**src/rtl/pwm_compare.sv**
```systemverilog
// PWM comparator fed by an upstream free-running counter. Duty updates are
// double-buffered behind a valid/ready handshake and only take effect at a counter wrap.
module pwm_compare #(
    parameter int WIDTH        = 4,
    parameter int DEFAULT_DUTY = 0
) (
    input  logic             clk,
    input  logic             reset,
    input  logic [WIDTH-1:0] count,
    input  logic [WIDTH:0]   duty_in,
    input  logic             duty_valid,
    output logic             duty_ready,
    output logic             pending,
    output logic             pwm_out,
    output logic             wrap_pulse,
    output logic [7:0]       wrap_cnt
);

    localparam logic [WIDTH:0] FULL = {1'b1, {WIDTH{1'b0}}};
    localparam logic [WIDTH:0] DEF  = (WIDTH+1)'(DEFAULT_DUTY);

    logic [WIDTH:0]   active_duty;
    logic [WIDTH:0]   shadow;
    logic [WIDTH:0]   duty_clamped;
    logic [WIDTH:0]   next_active;
    logic [WIDTH-1:0] prev_count;
    logic             prev_valid;
    logic             wrap;
    logic             accept;

    assign duty_ready   = !pending && !reset;
    assign accept       = duty_valid && duty_ready;
    assign duty_clamped = (duty_in > FULL) ? FULL : duty_in;

    // A falling edge to zero from any nonzero value is a wrap, so an early
    // upstream reset still closes the period, and a stuck-at-zero counter wraps once.
    assign wrap = prev_valid && (count == '0) && (prev_count != '0);

    // The compare uses the duty that becomes active at this same edge so the
    // first cycle of a new period already reflects the new duty.
    always_comb begin
        next_active = active_duty;
        if (wrap) begin
            if (pending)
                next_active = shadow;
            else if (accept)
                next_active = duty_clamped;
        end
    end

    always_ff @(posedge clk) begin
        if (reset) begin
            active_duty <= DEF;
            shadow      <= '0;
            pending     <= 1'b0;
            pwm_out     <= 1'b0;
            wrap_pulse  <= 1'b0;
            wrap_cnt    <= 8'd0;
            prev_count  <= '0;
            prev_valid  <= 1'b0;
        end else begin
            prev_count  <= count;
            prev_valid  <= 1'b1;
            active_duty <= next_active;
            pwm_out     <= ({1'b0, count} < next_active);
            wrap_pulse  <= wrap;
            if (wrap)
                wrap_cnt <= wrap_cnt + 8'd1;
            // An accept coinciding with a wrap bypasses the shadow entirely.
            if (wrap) begin
                pending <= 1'b0;
            end else if (accept) begin
                shadow  <= duty_clamped;
                pending <= 1'b1;
            end
        end
    end

endmodule
```
**config.mk**
```make
export PLATFORM = sky130hd
export DESIGN_NAME = pwm_compare
export DESIGN_NICKNAME = d
export VERILOG_FILES = /design/src/rtl/pwm_compare.sv
export SDC_FILE = /design/constraint.sdc
export NUM_CORES = 1
export LEC_CHECK = 0
export ABC_CLOCK_PERIOD_IN_PS = 3500
export BUFFER_PORTS_ARGS = -buffer_cell sky130_fd_sc_hd__buf_2
export CORE_ASPECT_RATIO = 1.4
export CORE_MARGIN = 5
export CORE_UTILIZATION = 53
export DETAILED_ROUTE_END_ITERATION = 10
export PLACE_DENSITY = 0.77
export SLEW_MARGIN = 20
export SYNTH_ARGS = -nofsm -noshare
export SYNTH_HDL_FRONTEND = slang
export SYNTH_SLANG_ARGS = --single-unit
```
**constraint.sdc**
```tcl
create_clock -name clk -period 3.5 [get_ports clk]
set_input_delay 0.175 -clock clk [delete_from_list [all_inputs] [get_ports clk]]
set_output_delay 0.175 -clock clk [all_outputs]
set_load 0.05 [all_outputs]
```
# Word level (Yosys, flattened, before mapping)

Cells that the tools add are included.

Flip-flop bits (word level): 26
Input bits: 12
Output and inout port bits: 12
Logic and storage cells: 27

Add/sub/neg operators: 1
$lt $le $gt $ge: 2
Multiplexer cells: 5
Bitwise operators: 1
Reduce and logical (&&, ||, !) cells: 10

Operator list:

| operator                                             | number |
|---|---|
| two-way mux 5 bit                                    | 4 |
| adder 8 x 1 -> 8 bit, second input constant          | 1 |
| greater-than comparator 5 bit, second input constant | 1 |
| less-than comparator 4 x 5 -> 1 bit                  | 1 |
| logical AND 1 bit                                    | 4 |
| zero test 4 bit                                      | 1 |
| nonzero test 4 bit                                   | 1 |
| zero test 1 bit                                      | 2 |
| AND reduction 2 bit                                  | 1 |
| OR reduction 2 bit                                   | 1 |
| two-way mux 1 bit                                    | 1 |
| NOT 1 bit                                            | 1 |

# Depth between registers and ports, before layout

Gate-level depths: netlist (run 1).

Depth after elaboration: 7
Depth in mapped cells: 11

# Least setup slack after synthesis (run 1)

OpenSTA, ideal clock, no wires.

Path type: reg-to-reg
From: reg prev_valid
To: reg pwm_out
Arrival time: 2673 ps
Setup slack: 748 ps
Stages on the path, launching flop included: 11
Clock period less this slack: 2752 ps
Cell sequence: dfxtp_1 -> or4b_4 -> buf_6 -> or3_4 -> buf_6 -> nor2_1 -> o21ai_0 -> ha_1 -> a2111oi_0 -> o2111ai_1 -> o211ai_1

Longest elaborated chain between the ends: 4

RTL lines:

| what                                | RTL line | RTL |
|---|---|---|
| start: declaration                  | 27       | `logic prev_valid;` |
| start signal: assignment            | 60       | `prev_valid <= 1'b0;` |
| start signal: assignment            | 63       | `prev_valid <= 1'b1;` |
| logical AND 1 bit (2 in a row)      | 37       | `assign wrap = prev_valid && (count == '0) && (prev_count != '0);` |
| two-way mux 5 bit                   | 43       | `if (wrap) begin` |
| less-than comparator 4 x 5 -> 1 bit | 65       | `pwm_out <= ({1'b0, count} < next_active);` |
| end signal: assignment              | 65       |  |
| end: declaration                    | 14       | `output logic pwm_out,` |

No other way between the ends.
A chain may end at the register's enable or synchronous reset.

# Worst setup path after layout (run 1)

Same ends and word-level chain as after synthesis.

==> report_table.html, run 1 <==
<table>
<tr><th>Metric</th><th>Value</th></tr>
<tr><th colspan="2">Clock tree</th></tr>
<tr><td>CTS Hold Bufs</td><td>0</td></tr>
<tr><td>Root Driver</td><td>sky130_fd_sc_hd__clkbuf_4</td></tr>
<tr><td>Total of cells resized after clock tree synthesis</td><td>0</td></tr>
<tr><td>TritonCTS Sinks</td><td>26</td></tr>
<tr><td>Clock-pin slew on the worst setup and hold paths</td><td>about 0.13 ns</td></tr>
<tr><td>Number of clock buffers inserted by TritonCTS</td><td>3</td></tr>
<tr><td>Maximum buffer depth of the clock tree</td><td>2</td></tr>
<tr><td>Clk_lat worst skew</td><td>0.32 ns</td></tr>
<tr><td>CTS tree</td><td>yes</td></tr>
<tr><td>Number of buffers added for setup after CTS</td><td>0</td></tr>
<tr><td>H-tree depth</td><td>1</td></tr>
<tr><th colspan="2">Logic synthesis</th></tr>
<tr><td>Fraction of registers with async set/reset</td><td>0%</td></tr>
<tr><td>Synth top cells by count</td><td>sky130_fd_sc_hd__dfxtp_1 (26), sky130_fd_sc_hd__nor2_1 (18), sky130_fd_sc_hd__nor2b_1 (11)</td></tr>
<tr><td>Post-synthesis average cell area</td><td>around 9.2 um^2</td></tr>
<tr><td>Number of synthesized flops with an enable pin</td><td>0</td></tr>
<tr><td>Top cell type's share of synthesized area</td><td>a little over two fifths</td></tr>
<tr><td>Most used flip-flop cell after synthesis</td><td>sky130_fd_sc_hd__dfxtp_1</td></tr>
<tr><td>Post-synthesis sequential area ratio</td><td>42.7%</td></tr>
<tr><td>Net count of the mapped netlist</td><td>149</td></tr>
<tr><td>Mapped Area</td><td>between 1000 and 1500 um^2</td></tr>
<tr><td>Number of cells produced by synthesis</td><td>between 100 and 150</td></tr>
<tr><td>Number of distinct standard cells referenced by the synthesized netlist</td><td>35</td></tr>
<tr><td>Warnings, synthesis</td><td>0</td></tr>
<tr><td>Cell type with the largest total area after synthesis</td><td>sky130_fd_sc_hd__dfxtp_1</td></tr>
<tr><td>Dominant cells by area after synthesis</td><td>sky130_fd_sc_hd__dfxtp_1 (43%), sky130_fd_sc_hd__nor2b_1 (5.6%), sky130_fd_sc_hd__nor2_1 (5.5%)</td></tr>
<tr><td>Most common cell in the synthesized netlist</td><td>sky130_fd_sc_hd__dfxtp_1</td></tr>
<tr><td>Post-synthesis sequential element count</td><td>26</td></tr>
<tr><th colspan="2">Timing</th></tr>
<tr><td>Crit path time final</td><td>roughly 3.0 ns</td></tr>
<tr><td>Final sum of negative setup slack</td><td>0 ns</td></tr>
<tr><td>Crit share post-route</td><td>84.9%</td></tr>
<tr><td>Final max-slew violation count</td><td>0</td></tr>
<tr><td>Achievable Freq</td><td>around 0.34 GHz</td></tr>
<tr><td>Rel. slew slack</td><td>54.1%</td></tr>
<tr><td>Slew of the pin with the lowest slew margin</td><td>between 0.6 and 0.7 ns</td></tr>
<tr><td>Unrepaired setup endpoints after global routing</td><td>false</td></tr>
<tr><td>Number of setup violations in the final report</td><td>0</td></tr>
<tr><td>Hold violation count in the final report</td><td>0</td></tr>
<tr><td>Worst clock skew on the final layout</td><td>between 0.006 and 0.007 ns</td></tr>
<tr><th colspan="2">Critical path</th></tr>
<tr><td>CP Cell Sequence</td><td>or4b_4 &gt; or3_4 &gt; nor2_1 &gt; o21ai_0 &gt; ha_1 &gt; a2111oi_0 &gt; o2111ai_1 &gt; o211ai_1</td></tr>
<tr><td>Start-to-end type of the worst setup path</td><td>reg -&gt; reg</td></tr>
<tr><td>Crit-path max FO</td><td>12</td></tr>
<tr><td>Critical path's largest stage delay</td><td>approximately 0.64 ns</td></tr>
<tr><td>Cell with the biggest individual delay on the critical path</td><td>sky130_fd_sc_hd__a2111oi_0</td></tr>
<tr><td>Critical Path RT</td><td>around 3.8 ns</td></tr>
<tr><td>Worst Path Arrival</td><td>approximately 3.2 ns</td></tr>
<tr><td>Startpoint types</td><td>flip-flop</td></tr>
<tr><td>Category of the worst setup path capture point</td><td>flip-flop</td></tr>
<tr><th colspan="2">Worst hold path</th></tr>
<tr><td>Worst min path class</td><td>in -&gt; reg</td></tr>
<tr><th colspan="2">Die</th></tr>
<tr><td>Horiz. Die Dim</td><td>50.5 um</td></tr>
<tr><td>Number of top-level pins</td><td>24</td></tr>
<tr><td>Initial Util</td><td>between 50 and 60%</td></tr>
<tr><td>Die height</td><td>between 60 and 70 um</td></tr>
<tr><td>Die Outline Area</td><td>3370 um^2</td></tr>
<tr><td>Cell row count</td><td>20</td></tr>
<tr><td>CORE AREA</td><td>~2200 um^2</td></tr>
<tr><th colspan="2">Power and ir drop</th></tr>
<tr><td>Leakage dissipation</td><td>just over 0.6 nW</td></tr>
<tr><td>Power per cell area</td><td>368 nW/um^2</td></tr>
<tr><td>VDD IR-drop max</td><td>~340 uV</td></tr>
<tr><th colspan="2">Global route</th></tr>
<tr><td>Aggregate global-route resource usage</td><td>between 10% and 20%</td></tr>
<tr><td>Initial antenna violation count</td><td>0</td></tr>
<tr><td>Leftover overflow at the end of global routing</td><td>0</td></tr>
<tr><td>Maximum number of pins on one net before global-route repair</td><td>29</td></tr>
<tr><td>First-pass GRT wire length</td><td>around 4 mm</td></tr>
<tr><td>Vias in the first global route</td><td>between 900 and 1000</td></tr>
<tr><th colspan="2">Route</th></tr>
<tr><td>WL final</td><td>2.34 mm</td></tr>
<tr><td>DRC violation total after the first TritonRoute iteration</td><td>23</td></tr>
<tr><td>Post-detailed-route count of antenna-violating nets</td><td>0</td></tr>
<tr><td>Pre-Repair DR Iteration Count</td><td>4</td></tr>
<tr><td>Drt via density</td><td>about 5.7</td></tr>
<tr><td>Total number of vias</td><td>between 1000 and 1500</td></tr>
<tr><td>Routed wire length per instance</td><td>between 10 and 15 um</td></tr>
<tr><td>Remaining design rule violation count</td><td>0</td></tr>
<tr><th colspan="2">Layout</th></tr>
<tr><td>Area added between synthesis and finish</td><td>11.1%</td></tr>
<tr><td>Fill cell instance count of the final layout</td><td>around 200</td></tr>
<tr><td>Cell Count, Final, Fillers Out</td><td>between 150 and 200</td></tr>
<tr><td>Net count of the finished layout</td><td>between 150 and 200</td></tr>
<tr><td>Share of post-route cells with drive strength above 1</td><td>about 22%</td></tr>
<tr><td>Antenna cells</td><td>0</td></tr>
<tr><th colspan="2">Placement</th></tr>
<tr><td>Number of placed instances, taps included</td><td>173</td></tr>
<tr><td>Weighted congestion reported at the end of routability-driven placement</td><td>around 0.74</td></tr>
<tr><td>Placed wire-length estimate</td><td>~1.8 mm</td></tr>
<tr><td>Number of buffer cells added on primary ports</td><td>23</td></tr>
<tr><th colspan="2">Run</th></tr>
<tr><td>Number of max-cap violations</td><td>0</td></tr>
<tr><th colspan="2">Run status</th></tr>
<tr><td>Status</td><td>complete, no violations</td></tr>
</table>
## power by group
group / switching [mW] / total, mW / internal (mW)
clock network: 0.0849 / 0.125 / 0.0404
logic: 0.0405 / 0.0634 / 0.0229
registers: 0.00542 / 0.309 / 0.304
## cell families after synthesis
family,count (synthesis),share of synthesized area [%]
AO/OA/AOI/OAI,28,16.0
XOR/XNOR,3,2.15
adder cells (fa/ha/maj),4,4.10
buffers and inverters,11,4.62
flip-flops,26,42.7
multiplexers,7,5.95
AND/OR/NAND/NOR,54,24.5
## routing by layer
| metal | global-route usage, % | share of wire, % | up-vias |
|---|---|---|---|
| met3 | 2.91 | 6.3 | 6 |
| met2 | 26.7 | 50 | 28 |
| met5 | 0 | 0 | - |
| li1 | - | - | 506 |
| met4 | 5.11 | 1.8 | 0 |
| met1 | 16.9 | 42 | 463 |
## layout make-up
cell class              count  area [um^2]  area share, %
multi-input cells          96          643           47.5
well taps                  22         27.5           2.03
clock buffers               3         22.5           1.66
flip-flops and latches     26          520           38.4
repair buffers             24          123           9.05
inverters                   5         18.8           1.39
## critical path, delay by kind of cell (launching register included)
family | cells | cell delay, ns
AOI/OAI and AO/OA | 4 | 1.09
and+or+nand+nor | 3 | 1.19
DFF | 1 | 0.33
adders and majority gates | 1 | 0.30
## sequential cells by signal, summed over array words and instances (netlist names)
name,flops
pending,1
wrap_pulse,1
wrap_cnt,8
prev_count,4
active_duty,5
shadow,5
prev_valid,1
pwm_out,1
## path summary, 6_finish.rpt
check                                     from             end  slack, ns  cells after the start
worst min register to register  active_duty[3]  active_duty[3]       0.50                      2
worst max register to register      prev_valid         pwm_out       0.53                      8
worst min-delay path                  count[3]   prev_count[3]       0.09                      2
worst max-delay path                prev_valid         pwm_out       0.53                      8
## cells in the final DEF, fill, tap and decap left out, drive strengths merged, types with 3 or more instances in the layout
| cell | netlist | final |
|---|---|---|
| nor3 | 4 | 4 |
| o21ai | 10 | 10 |
| ha | 4 | 4 |
| buf | 4 | 24 |
| mux2i | 5 | 5 |
| nor2b | 11 | 11 |
| or3 | 3 | 3 |
| nand2 | 6 | 6 |
| a21oi | 7 | 7 |
| inv | 5 | 5 |
| and3 | 4 | 4 |
| nor2 | 18 | 18 |
| xnor2 | 3 | 3 |
| clkbuf | 2 | 3 |
| dfxtp | 26 | 26 |
## stage by stage
stage,power [mW],util (%),hold slack (ns),setup slack [ns],cell area (um^2)
finish,0.498,61.5,0.0857,0.529,1360
global route,0.520,61.5,0.112,0.329,1360
CTS,0.499,61.5,0.0905,0.550,1360
detailed placement,0.379,60.5,0.429,0.514,1330
global placement,0.377,60.5,0.427,0.671,1330
floorplan,0.361,-,0.303,0.748,1220
No activity file was read; power rests on OpenSTA's default activity.
==> run 2, diff against run 1 <==
Settings changed: ABC_CLOCK_PERIOD_IN_PS 3500 to 3000.
Clock period 3.5 ns to 3 ns, I/O delays scaled along.
==> run 2 against run 1 <==
Via count grew 2.3%. Sequential share of layout area decreased by 0.97 points. Cell count up 1.7%. Critical endpoint unchanged. Worst setup slack lost 0.28 ns. Global-route usage rose by 1.8 points. Sequential power rose by 17%.
==> report_table.html, run 2 (same netlist as run 1, synthesis figures left out) <==
<table>
<tr><th>Metric</th><th>Value</th></tr>
<tr><th colspan="2">Run status</th></tr>
<tr><td>Status</td><td>complete, no violations</td></tr>
<tr><th colspan="2">Global route</th></tr>
<tr><td>Initial antenna violation count</td><td>0 (unchanged)</td></tr>
<tr><td>Vias in the first global route</td><td>1060 (+11%)</td></tr>
<tr><td>Leftover overflow at the end of global routing</td><td>0 (unchanged)</td></tr>
<tr><td>Maximum number of pins on one net before global-route repair</td><td>16 (-45%)</td></tr>
<tr><td>First-pass GRT wire length</td><td>4.45 mm (+11%)</td></tr>
<tr><td>Aggregate global-route resource usage</td><td>16.7% (+1.8 points)</td></tr>
<tr><th colspan="2">Clock tree</th></tr>
<tr><td>Root Driver</td><td>sky130_fd_sc_hd__clkbuf_4</td></tr>
<tr><td>H-tree depth</td><td>1 (unchanged)</td></tr>
<tr><td>Total of cells resized after clock tree synthesis</td><td>0 (unchanged)</td></tr>
<tr><td>Number of clock buffers inserted by TritonCTS</td><td>3 (unchanged)</td></tr>
<tr><td>CTS Hold Bufs</td><td>0 (unchanged)</td></tr>
<tr><td>CTS tree</td><td>yes</td></tr>
<tr><td>Maximum buffer depth of the clock tree</td><td>2 (unchanged)</td></tr>
<tr><td>Number of buffers added for setup after CTS</td><td>0 (unchanged)</td></tr>
<tr><td>Clock-pin slew on the worst setup and hold paths</td><td>0.14 ns (about the same)</td></tr>
<tr><td>Clk_lat worst skew</td><td>0.32 ns (about the same)</td></tr>
<tr><td>TritonCTS Sinks</td><td>26 (unchanged)</td></tr>
<tr><th colspan="2">Layout</th></tr>
<tr><td>Fill cell instance count of the final layout</td><td>200 (+0.50%)</td></tr>
<tr><td>Antenna cells</td><td>0 (unchanged)</td></tr>
<tr><td>Area added between synthesis and finish</td><td>13.9%</td></tr>
<tr><td>Net count of the finished layout</td><td>174 (+1.2%)</td></tr>
<tr><td>Share of post-route cells with drive strength above 1</td><td>24.2% (+2.1 points)</td></tr>
<tr><td>Commonest cells after routing, fill and taps aside</td><td>sky130_fd_sc_hd__dfxtp_1 (26), sky130_fd_sc_hd__buf_2 (23), sky130_fd_sc_hd__nor2_1 (18)</td></tr>
<tr><td>Design area</td><td>1390 um^2 (+2.6%)</td></tr>
<tr><td>Top register by number of flip-flops</td><td>wrap_cnt</td></tr>
<tr><td>Flip-flop count of the largest register, all copies and words added</td><td>8 (unchanged)</td></tr>
<tr><td>Most common library cell in the layout ignoring fill and taps</td><td>sky130_fd_sc_hd__dfxtp_1</td></tr>
<tr><td>Largest registers ranked by flip-flop count</td><td>wrap_cnt x8, active_duty x5, shadow x5</td></tr>
<tr><th colspan="2">Timing</th></tr>
<tr><td>Rel. slew slack</td><td>63.5% (+9.5 points)</td></tr>
<tr><td>Slew of the pin with the lowest slew margin</td><td>0.539 ns (-0.144 ns)</td></tr>
<tr><td>Achievable Freq</td><td>0.363 GHz (+7.9%)</td></tr>
<tr><td>Crit share post-route</td><td>91.8% (+6.9 points)</td></tr>
<tr><td>Final sum of negative setup slack</td><td>0 ns (unchanged)</td></tr>
<tr><td>Fin worst setup slack</td><td>0.247 ns (-0.282 ns)</td></tr>
<tr><td>Crit path time final</td><td>2.75 ns (-0.218 ns)</td></tr>
<tr><td>Final max-slew violation count</td><td>0 (unchanged)</td></tr>
<tr><td>Hold violation count in the final report</td><td>0 (unchanged)</td></tr>
<tr><td>Worst clock skew on the final layout</td><td>0.00468 ns (-0.00145 ns)</td></tr>
<tr><td>Unrepaired setup endpoints after global routing</td><td>false</td></tr>
<tr><td>Number of setup violations in the final report</td><td>0 (unchanged)</td></tr>
<tr><th colspan="2">Run</th></tr>
<tr><td>Number of max-cap violations</td><td>0 (unchanged)</td></tr>
<tr><th colspan="2">Placement</th></tr>
<tr><td>Worst-case setup slack after placement</td><td>0.0769 ns (-0.438 ns)</td></tr>
<tr><td>Number of buffer cells added on primary ports</td><td>23 (unchanged)</td></tr>
<tr><td>Placed wire-length estimate</td><td>1.96 mm (+10%)</td></tr>
<tr><td>Placed cell area</td><td>1350 um^2 (+1.1%)</td></tr>
<tr><td>Weighted congestion reported at the end of routability-driven placement</td><td>0.783 (+6.4%)</td></tr>
<tr><th colspan="2">Critical path</th></tr>
<tr><td>Worst Path Arrival</td><td>3.01 ns (-0.22 ns)</td></tr>
<tr><td>Start-to-end type of the worst setup path</td><td>reg -&gt; reg</td></tr>
<tr><td>Reg2Reg Capture Point</td><td>pwm_out</td></tr>
<tr><td>Critical path's largest stage delay</td><td>0.51 ns (-0.13 ns)</td></tr>
<tr><td>Critical Path RT</td><td>3.25 ns (-0.51 ns)</td></tr>
<tr><td>Worst setup path startpoint</td><td>prev_valid</td></tr>
<tr><td>Crit-path max FO</td><td>12 (unchanged)</td></tr>
<tr><td>Worst-case register-to-register setup slack</td><td>0.25 ns (-0.28 ns)</td></tr>
<tr><td>Category of the worst setup path capture point</td><td>flip-flop</td></tr>
<tr><td>Cell with the biggest individual delay on the critical path</td><td>sky130_fd_sc_hd__or4b_4</td></tr>
<tr><td>Crit path to</td><td>pwm_out</td></tr>
<tr><td>Start of the worst register-to-register path</td><td>prev_valid</td></tr>
<tr><td>CP Cell Sequence</td><td>or4b_4 &gt; or3_4 &gt; nor2_1 &gt; o21ai_0 &gt; ha_1 &gt; a2111oi_2 &gt; o2111ai_1 &gt; o211ai_1</td></tr>
<tr><td>Startpoint types</td><td>flip-flop</td></tr>
<tr><td>Depth of the worst register-to-register path</td><td>8 (unchanged)</td></tr>
<tr><th colspan="2">Die</th></tr>
<tr><td>Initial Util</td><td>55.4% (unchanged)</td></tr>
<tr><td>Cell row count</td><td>20 (unchanged)</td></tr>
<tr><td>CORE AREA</td><td>2200 um^2 (unchanged)</td></tr>
<tr><td>Die Outline Area</td><td>3370 um^2 (unchanged)</td></tr>
<tr><td>Horiz. Die Dim</td><td>50.5 um (unchanged)</td></tr>
<tr><td>Number of top-level pins</td><td>24 (unchanged)</td></tr>
<tr><td>Die height</td><td>66.8 um (unchanged)</td></tr>
<tr><th colspan="2">Route</th></tr>
<tr><td>Remaining design rule violation count</td><td>0 (unchanged)</td></tr>
<tr><td>WL final</td><td>2.53 mm (+8.2%)</td></tr>
<tr><td>DRC violation total after the first TritonRoute iteration</td><td>15 (-35%)</td></tr>
<tr><td>Routed wire length per instance</td><td>14.1 um (+6.4%)</td></tr>
<tr><td>Post-detailed-route count of antenna-violating nets</td><td>0 (unchanged)</td></tr>
<tr><td>Drt via density</td><td>5.73 (+0.58%)</td></tr>
<tr><td>Pre-Repair DR Iteration Count</td><td>4 (unchanged)</td></tr>
<tr><td>Total number of vias</td><td>1026 (+2.3%)</td></tr>
<tr><th colspan="2">Power and ir drop</th></tr>
<tr><td>Power per cell area</td><td>441 nW/um^2 (+20%)</td></tr>
<tr><td>Leakage dissipation</td><td>0.630 nW (+2.9%)</td></tr>
<tr><td>VDD IR-drop max</td><td>320 uV (-5.9%)</td></tr>
<tr><th colspan="2">Worst hold path</th></tr>
<tr><td>Worst min path class</td><td>in -&gt; reg</td></tr>
</table>
[run 2: how the worst min path moves through the flow]
stage	startpoint	to	cells past startpoint
2_1_floorplan	count[1]	prev_count[1]	1
3_3_place_gp	count[3]	prev_count[3]	2
3_5_place_dp	count[3]	prev_count[3]	2
4_1_cts	count[3]	prev_count[3]	2
5_1_grt	count[0]	prev_count[0]	3
6_report	count[3]	prev_count[3]	2
[run 2: report_power, final]
group	total, mW	switching [mW]	leakage [nW]	internal [mW]
Sequential	0.361	0.00651	0.212	0.355
Combinational	0.0788	0.0491	0.397	0.0297
Clock	0.174	0.0994	0.0210	0.0742
[run 2: layout make-up]
| cell class | count | area [um^2] | area share [%] |
|---|---|---|---|
| multi-input cells | 96 | 649 | 46.7 |
| flip-flops and latches | 26 | 520 | 37.4 |
| repair buffers | 26 | 138 | 9.90 |
| clock buffers | 4 | 36.3 | 2.61 |
| well taps | 22 | 27.5 | 1.98 |
| inverters | 5 | 18.8 | 1.35 |
[run 2: routing by layer]
layer / part of all wire [%] / GRT usage, % / vias to the layer above
li1: - / - / 515
met1: 42 / 18.4 / 490
met2: 54 / 30.6 / 17
met3: 3.4 / 2.24 / 4
met4: 1.3 / 7.35 / 0
met5: 0 / 0 / -
[run 2: metrics by stage]
step,std cells,util (%),hold WS (ns),power (mW)
3_5_place_dp,175,61.2,0.412,0.445
6_report,179,63.1,0.0849,0.613
3_3_place_gp,175,61.2,0.402,0.443
5_1_grt,179,63.1,0.0787,0.639
2_1_floorplan,133,-,0.278,0.421
4_1_cts,179,62.8,0.0745,0.617
[run 2: worst max-delay path: cells and delay by family (launching register included)]
kind,cells,cell delay [ns]
compound gates,4,0.84
fa+ha+maj,1,0.32
flops,1,0.33
simple gates,3,1.20
